==> src/rtl/sigma_delta_adc_ctrl.sv <==
// Capture controller for a sigma-delta ADC: settle/discard, burst or continuous capture,
// and a first-word-fall-through output FIFO with a sticky overflow flag.
module sigma_delta_adc_ctrl #(
    parameter int WDTH   = 16,
    parameter int SETTLE = 4,
    parameter int DEPTH  = 8
) (
    input  logic                       clk,
    input  logic                       rst,
    input  logic                       cfg_start,
    input  logic                       cfg_stop,
    input  logic                       cfg_cont,
    input  logic [15:0]                cfg_burst_len,
    output logic                       adc_rst,
    input  logic signed [WDTH-1:0]     adc_s_output,
    input  logic                       adc_valid,
    output logic signed [WDTH-1:0]     m_data,
    output logic                       m_valid,
    input  logic                       m_ready,
    output logic [$clog2(DEPTH+1)-1:0] fifo_level,
    output logic                       busy,
    output logic                       done,
    output logic                       ovf,
    input  logic                       ovf_clr
);

    localparam int AW = $clog2(DEPTH);
    localparam int LW = $clog2(DEPTH + 1);
    localparam int SW = (SETTLE > 1) ? $clog2(SETTLE) : 1;
    localparam logic [SW-1:0] SETTLE_LAST = SW'((SETTLE > 0) ? SETTLE - 1 : 0);
    localparam logic [LW-1:0] FULL_LVL    = LW'(DEPTH);

    typedef enum logic [1:0] {ST_IDLE, ST_SETTLE, ST_RUN, ST_DONE} state_t;

    state_t                 state, state_nxt;
    logic [SW-1:0]          settle_cnt;
    logic [15:0]            cap_cnt;
    logic                   cont_q;
    logic [15:0]            len_q;
    logic                   start_lat, settle_inc, cap_inc;
    logic                   zero_burst;
    logic                   full, pop, push, sample_in, ovf_set;
    logic [AW-1:0]          wr_ptr, rd_ptr;
    logic signed [WDTH-1:0] mem [DEPTH];

    assign zero_burst = !cont_q && (len_q == 16'd0);
    assign full       = (fifo_level == FULL_LVL);
    assign pop        = m_valid && m_ready;
    assign sample_in  = (state == ST_RUN) && adc_valid;
    // A full FIFO still accepts a sample when the head leaves in the same cycle.
    assign push       = sample_in && (!full || pop);
    assign ovf_set    = sample_in && full && !pop;

    assign busy    = (state != ST_IDLE);
    assign done    = (state == ST_DONE);
    assign m_valid = (fifo_level != '0);
    assign m_data  = m_valid ? mem[rd_ptr] : '0;

    always_comb begin
        state_nxt  = state;
        start_lat  = 1'b0;
        settle_inc = 1'b0;
        cap_inc    = 1'b0;
        case (state)
            ST_IDLE: begin
                if (cfg_start) begin
                    state_nxt = ST_SETTLE;
                    start_lat = 1'b1;
                end
            end
            ST_SETTLE: begin
                if (SETTLE == 0) begin
                    state_nxt = zero_burst ? ST_DONE : ST_RUN;
                end else if (adc_valid) begin
                    settle_inc = 1'b1;
                    if (settle_cnt == SETTLE_LAST)
                        state_nxt = zero_burst ? ST_DONE : ST_RUN;
                end
                if (cfg_stop)
                    state_nxt = ST_DONE;
            end
            ST_RUN: begin
                if (adc_valid) begin
                    cap_inc = 1'b1;
                    if (!cont_q && (cap_cnt + 16'd1 == len_q))
                        state_nxt = ST_DONE;
                end
                if (cfg_stop)
                    state_nxt = ST_DONE;
            end
            ST_DONE: state_nxt = ST_IDLE;
            default: state_nxt = ST_IDLE;
        endcase
    end

    always_ff @(posedge clk or posedge rst) begin
        if (rst) begin
            state      <= ST_IDLE;
            adc_rst    <= 1'b1;
            settle_cnt <= '0;
            cap_cnt    <= '0;
            cont_q     <= 1'b0;
            len_q      <= '0;
            ovf        <= 1'b0;
        end else begin
            state   <= state_nxt;
            adc_rst <= (state_nxt == ST_IDLE) || (state_nxt == ST_DONE);
            if (start_lat) begin
                cont_q     <= cfg_cont;
                len_q      <= cfg_burst_len;
                settle_cnt <= '0;
                cap_cnt    <= '0;
            end else begin
                if (settle_inc)
                    settle_cnt <= settle_cnt + SW'(1);
                if (cap_inc)
                    cap_cnt <= cap_cnt + 16'd1;
            end
            // A fresh overflow outranks a clear in the same cycle.
            if (ovf_set)
                ovf <= 1'b1;
            else if (ovf_clr)
                ovf <= 1'b0;
        end
    end

    always_ff @(posedge clk or posedge rst) begin
        if (rst) begin
            wr_ptr     <= '0;
            rd_ptr     <= '0;
            fifo_level <= '0;
        end else begin
            if (push)
                wr_ptr <= wr_ptr + AW'(1);
            if (pop)
                rd_ptr <= rd_ptr + AW'(1);
            case ({push, pop})
                2'b10:   fifo_level <= fifo_level + LW'(1);
                2'b01:   fifo_level <= fifo_level - LW'(1);
                default: fifo_level <= fifo_level;
            endcase
        end
    end

    always_ff @(posedge clk) begin
        if (push)
            mem[wr_ptr] <= adc_s_output;
    end

endmodule

==> config.mk <==
export PLATFORM = sky130hd
export DESIGN_NAME = sigma_delta_adc_ctrl
export DESIGN_NICKNAME = d
export VERILOG_FILES = /design/src/rtl/sigma_delta_adc_ctrl.sv
export SDC_FILE = /design/constraint.sdc
export NUM_CORES = 1
export LEC_CHECK = 0
export ABC_AREA = 1
export CORE_ASPECT_RATIO = 0.5
export CORE_UTILIZATION = 35
export DETAILED_ROUTE_END_ITERATION = 6
export GPL_ROUTABILITY_DRIVEN = 0
export HOLD_SLACK_MARGIN = 0.08
export PLACE_DENSITY = 0.58
export SKIP_LAST_GASP = 1
export SLEW_MARGIN = 20
export SYNTH_ARGS = -nofsm -noshare
export SYNTH_HDL_FRONTEND = slang
export SYNTH_SLANG_ARGS = --single-unit
==> constraint.sdc <==
create_clock -name clk -period 2.5 [get_ports clk]
set_input_delay 0.375 -clock clk [delete_from_list [all_inputs] [get_ports clk]]
set_output_delay 0.375 -clock clk [all_outputs]
set_load 0.01 [all_outputs]
==> impl_results.md <==
- Run status: complete, but fails checks
- Violations in the final reports: design-rule violations
- Antenna violations before repair: 0
- Area of the multi-input gates: 2400 um^2
- Switching share of power: 36.6%
- Post-Synthesis Cell Area: 7800 um^2
- Die X: 213 um
- Detailed-route wire length per cell: 15.6 um
- Overflow left after global routing: 0
- Synthesis warning total: 0
- I/O pin count: 65
- Power density over cell area: 1050 nW/um^2
- Data arrival time at the worst-slack endpoint: 1.99 ns
- Peak supply drop: 435 uV
- Internal power contribution: 0.00646 W
- Number of global-route vias before repair: 5649
- Master cell of the clock root buffer: sky130_fd_sc_hd__clkbuf_16
- Time the worst path needs with I/O delays and setup: 2.36 ns
- Combinational share of power: 37.6%
- Final critical-path share of the clock period: 94.5%
- Global routing usage summed across all routing layers: 17.2%
- DRC violation count after routing: 1
- Critical-path top delay cell: sky130_fd_sc_hd__dfrtp_2
- Max_cap viols: 0
- Slew Limit Fails: 0
- Number of nets in the finished design: 901
- Largest net degree at the start of global routing: 27
- Final standard cell area without fillers: 9670 um^2
- Worst clock skew: 0.0126 ns
- Area enclosed by the die boundary: 22900 um^2
- Sequential-to-total area share from yosys stat: 65.0%
- Async set-or-reset flop fraction in the synthesized netlist: 27.7%
- Syn avg cell area: 10.2 um^2
- Clock tree from TritonCTS: yes
- Number of distinct library cells after synthesis: 30
- Hold crit path type: input port to async pin
- Slew at the pin closest to its max-slew limit: 0.520 ns
- Number of buffers and inverters on the critical path: 3
- Area overhead of the layout relative to synthesis: 24.0%
- Highest achievable clock rate: 423 MHz
- Number of nets still failing antenna checks after routing: 0
- Num Clock Sinks: 177
- Sequential Area: 5070 um^2
- Buffer levels on the longest clock path: 2
- Via total after detailed routing: 5698
- Predominant post-synthesis flop cell: sky130_fd_sc_hd__edfxtp_1
- Total cell area at the placement stage: 9020 um^2
- CTS clock-pin slew for the worst setup and hold paths: 0.07 ns
- TritonCTS buffer count: 17
- Sequential fraction of design power: 37.5%
- Floorplan Core Area: 21800 um^2
- Data required time at the worst endpoint: 2.12 ns
- Global-route wire length before repair: 29700 um
- Unrepaired setup endpoints after global routing: true
- Core utilization of the finished layout: 44.4%
- Die Y-Extent: 108 um
- Cell count after synthesis: 762
- Area share of the largest cell type after synthesis: 49.3%
- Cell type contributing the most total cell area after synthesis: sky130_fd_sc_hd__edfxtp_1
- H-tree depth: 4
- Proportion of layout cells with a drive suffix above 1: 10.4%
- DR vias/cell: 4.88
- Max incr delay on CP: 0.45 ns
- Clock network power share: 24.9%
- Row Count: 38
- DPL Wire Length: 12100 um
- Layout filler cell count: 2085
- Seq cells post-synth: 177
- Ant. Diodes: 0
- Number of I/O port buffers: 64
- Critical path class: register to primary output
- Number of design-rule violations left by the first detailed-router iteration: 378
- Gate family responsible for the most delay along the worst path: buffers and inverters
- Detailed-routing iteration count for the pre-antenna-repair pass: 7
- Net switching power figure: 0.00373 W
- Later-pin clock latency in the skew report: 0.44 ns
- Final number of hold-violating endpoints: 0
- Maximum fanout encountered on the critical timing path: 24
- Final setup violation count: 0
- Total nets after synthesis: 809
- Sum of internal, switching and leakage power: 0.0102 W
- Number of flops mapped to enable cells by yosys: 128
- Worst slew margin relative to its limit: 65.3%
- Static Leakage: 3.74 nW
- Critical path cell sequence: clkinv_2, buf_8, nor2_1, o22ai_1, o21ai_0, a31oi_1, dlygate4sd2_1
- Initial standard-cell utilization of the core: 35.8%
- Worst setup EP type: primary output
- Launching element type of the critical path: register
- Area contributors post-synth: sky130_fd_sc_hd__edfxtp_1, sky130_fd_sc_hd__dfrtp_1, sky130_fd_sc_hd__o21ai_0
- Sum of routed wire length over all layers: 18200 um
-- layer usage --
| layer | vias to the layer above | wire, um | GRT usage, % |
|---|---|---|---|
| met1 | 2728 | 8540 | 23.1 |
| met3 | 22 | 845 | 3.65 |
| li1 | 2817 | - | - |
| met5 | - | 0 | 0 |
| met2 | 131 | 8570 | 27.7 |
| met4 | 0 | 285 | 6.17 |
-- worst reg2reg max path, cell delays in order (launching register included) --
cell	delay (ns)
sky130_fd_sc_hd__dfrtp_1	0.41
sky130_fd_sc_hd__nor2_1	0.21
sky130_fd_sc_hd__inv_1	0.07
sky130_fd_sc_hd__nor2_1	0.12
sky130_fd_sc_hd__buf_4	0.16
sky130_fd_sc_hd__nor2_1	0.08
sky130_fd_sc_hd__ha_1	0.33
sky130_fd_sc_hd__a21oi_1	0.15
sky130_fd_sc_hd__nand2_1	0.07
sky130_fd_sc_hd__o21ai_0	0.13
sky130_fd_sc_hd__o21ai_0	0.12
sky130_fd_sc_hd__xor2_1	0.15
sky130_fd_sc_hd__inv_1	0.05
-- area by class of cell --
cell class	count	area share, %
multi-input cells	497	24.9
clock buffers	17	4.40
flip-flops and latches	177	52.4
repair buffers	103	10.9
inverters	58	2.26
well taps	300	3.88
clock inverters	15	1.31
-- synthesized netlist by cell type (5+ instances only) --
library cell               instances
sky130_fd_sc_hd__inv_1            57
sky130_fd_sc_hd__edfxtp_1        128
sky130_fd_sc_hd__nor2_4            5
sky130_fd_sc_hd__nand3_1          39
sky130_fd_sc_hd__nand2_2           6
sky130_fd_sc_hd__clkbuf_1         26
sky130_fd_sc_hd__ha_1              6
sky130_fd_sc_hd__a31oi_1          16
sky130_fd_sc_hd__o21ai_0         107
sky130_fd_sc_hd__xor2_1            8
sky130_fd_sc_hd__nand2_1         127
sky130_fd_sc_hd__nor2_1          131
sky130_fd_sc_hd__dfrtp_1          48
sky130_fd_sc_hd__o22ai_1          24
sky130_fd_sc_hd__nand4_1           8
-- worst paths after layout --
kind | startpoint | end | slack [ns] | cells after the start
min | rst | len_q[4] | 0.22 | 2
min in group clk | cfg_cont | cont_q | 0.46 | 3
max in group asynchronous | rst | adc_rst | 1.61 | 3
max reg2reg | state[0] | fifo_level[3] | 0.33 | 12
min reg2reg | cont_q | cont_q | 0.53 | 2
max | rd_ptr[0] | m_data[10] | 0.14 | 7
-- cells by family (layout without fill, tap and decap cells) --
kind of cell / Yosys count / after routing / synth area share, %
AND/OR/NAND/NOR: 328 / 328 / 17.8
XOR/XNOR: 10 / 10 / 1.30
buffers and inverters: 88 / 193 / 4.27
flip-flops: 177 / 177 / 65.0
AO/OA/AOI/OAI: 152 / 152 / 10.4
adder cells (fa/ha/maj): 7 / 7 / 1.22
-- through the flow --
stage	std cells	worst slack [ns]	hold slack, ns	setup TNS [ns]
2_1_floorplan	762	0.284	0.472	0
3_3_place_gp	1132	0.0483	0.488	0
3_5_place_dp	1132	0.0331	0.503	0
4_1_cts	1166	-0.140	0.234	-0.497
5_1_grt	1167	-0.0151	0.260	-0.0206
6_report	1167	0.137	0.224	0
-- flip-flops by register name, summed over array words and instances, names as in the netlist, 2 cells and up --
name	count
cap_cnt	16
len_q	16
rd_ptr	3
mem	128
fifo_level	4
state	2
wr_ptr	3
settle_cnt	2
-- power groups by stage --
stage / sequential [W] / combinational, W / clock (W)
final: 0.00382 / 0.00383 / 0.00254
after global routing: 0.00387 / 0.00433 / 0.00271
after CTS: 0.00382 / 0.00389 / 0.00259
after detailed placement: 0.00387 / 0.00382 / 0
after global placement: 0.00386 / 0.00379 / 0
after floorplan: 0.00382 / 0.00224 / 0
-- cells in the final DEF (no fill, tap or decap), types with 8 or more instances in the layout --
cell type                         count
sky130_fd_sc_hd__dlygate4sd2_1       12
sky130_fd_sc_hd__o21ai_0            102
sky130_fd_sc_hd__o22ai_1             24
sky130_fd_sc_hd__buf_4               28
sky130_fd_sc_hd__clkdlybuf4s50_1     48
sky130_fd_sc_hd__dfrtp_1             47
sky130_fd_sc_hd__nand2_1            127
sky130_fd_sc_hd__nand4_1              8
sky130_fd_sc_hd__inv_1               56
sky130_fd_sc_hd__nor2_1             131
sky130_fd_sc_hd__nand3_1             39
sky130_fd_sc_hd__a31oi_1             16
sky130_fd_sc_hd__clkbuf_16           17
sky130_fd_sc_hd__edfxtp_1           128
sky130_fd_sc_hd__xor2_1               8
-- repair_timing --
| item | 4_1_cts | 5_1_grt |
|---|---|---|
| resized for setup | 20 | 11 |
| buffers inserted | 0 | 1 |
| setup endpoints to repair | 16 | 13 |
| pin swaps | 0 | 0 |
| cloned | 2 | 0 |
| hold buffers | 0 | 0 |
Power figures use the tool's default switching activity.
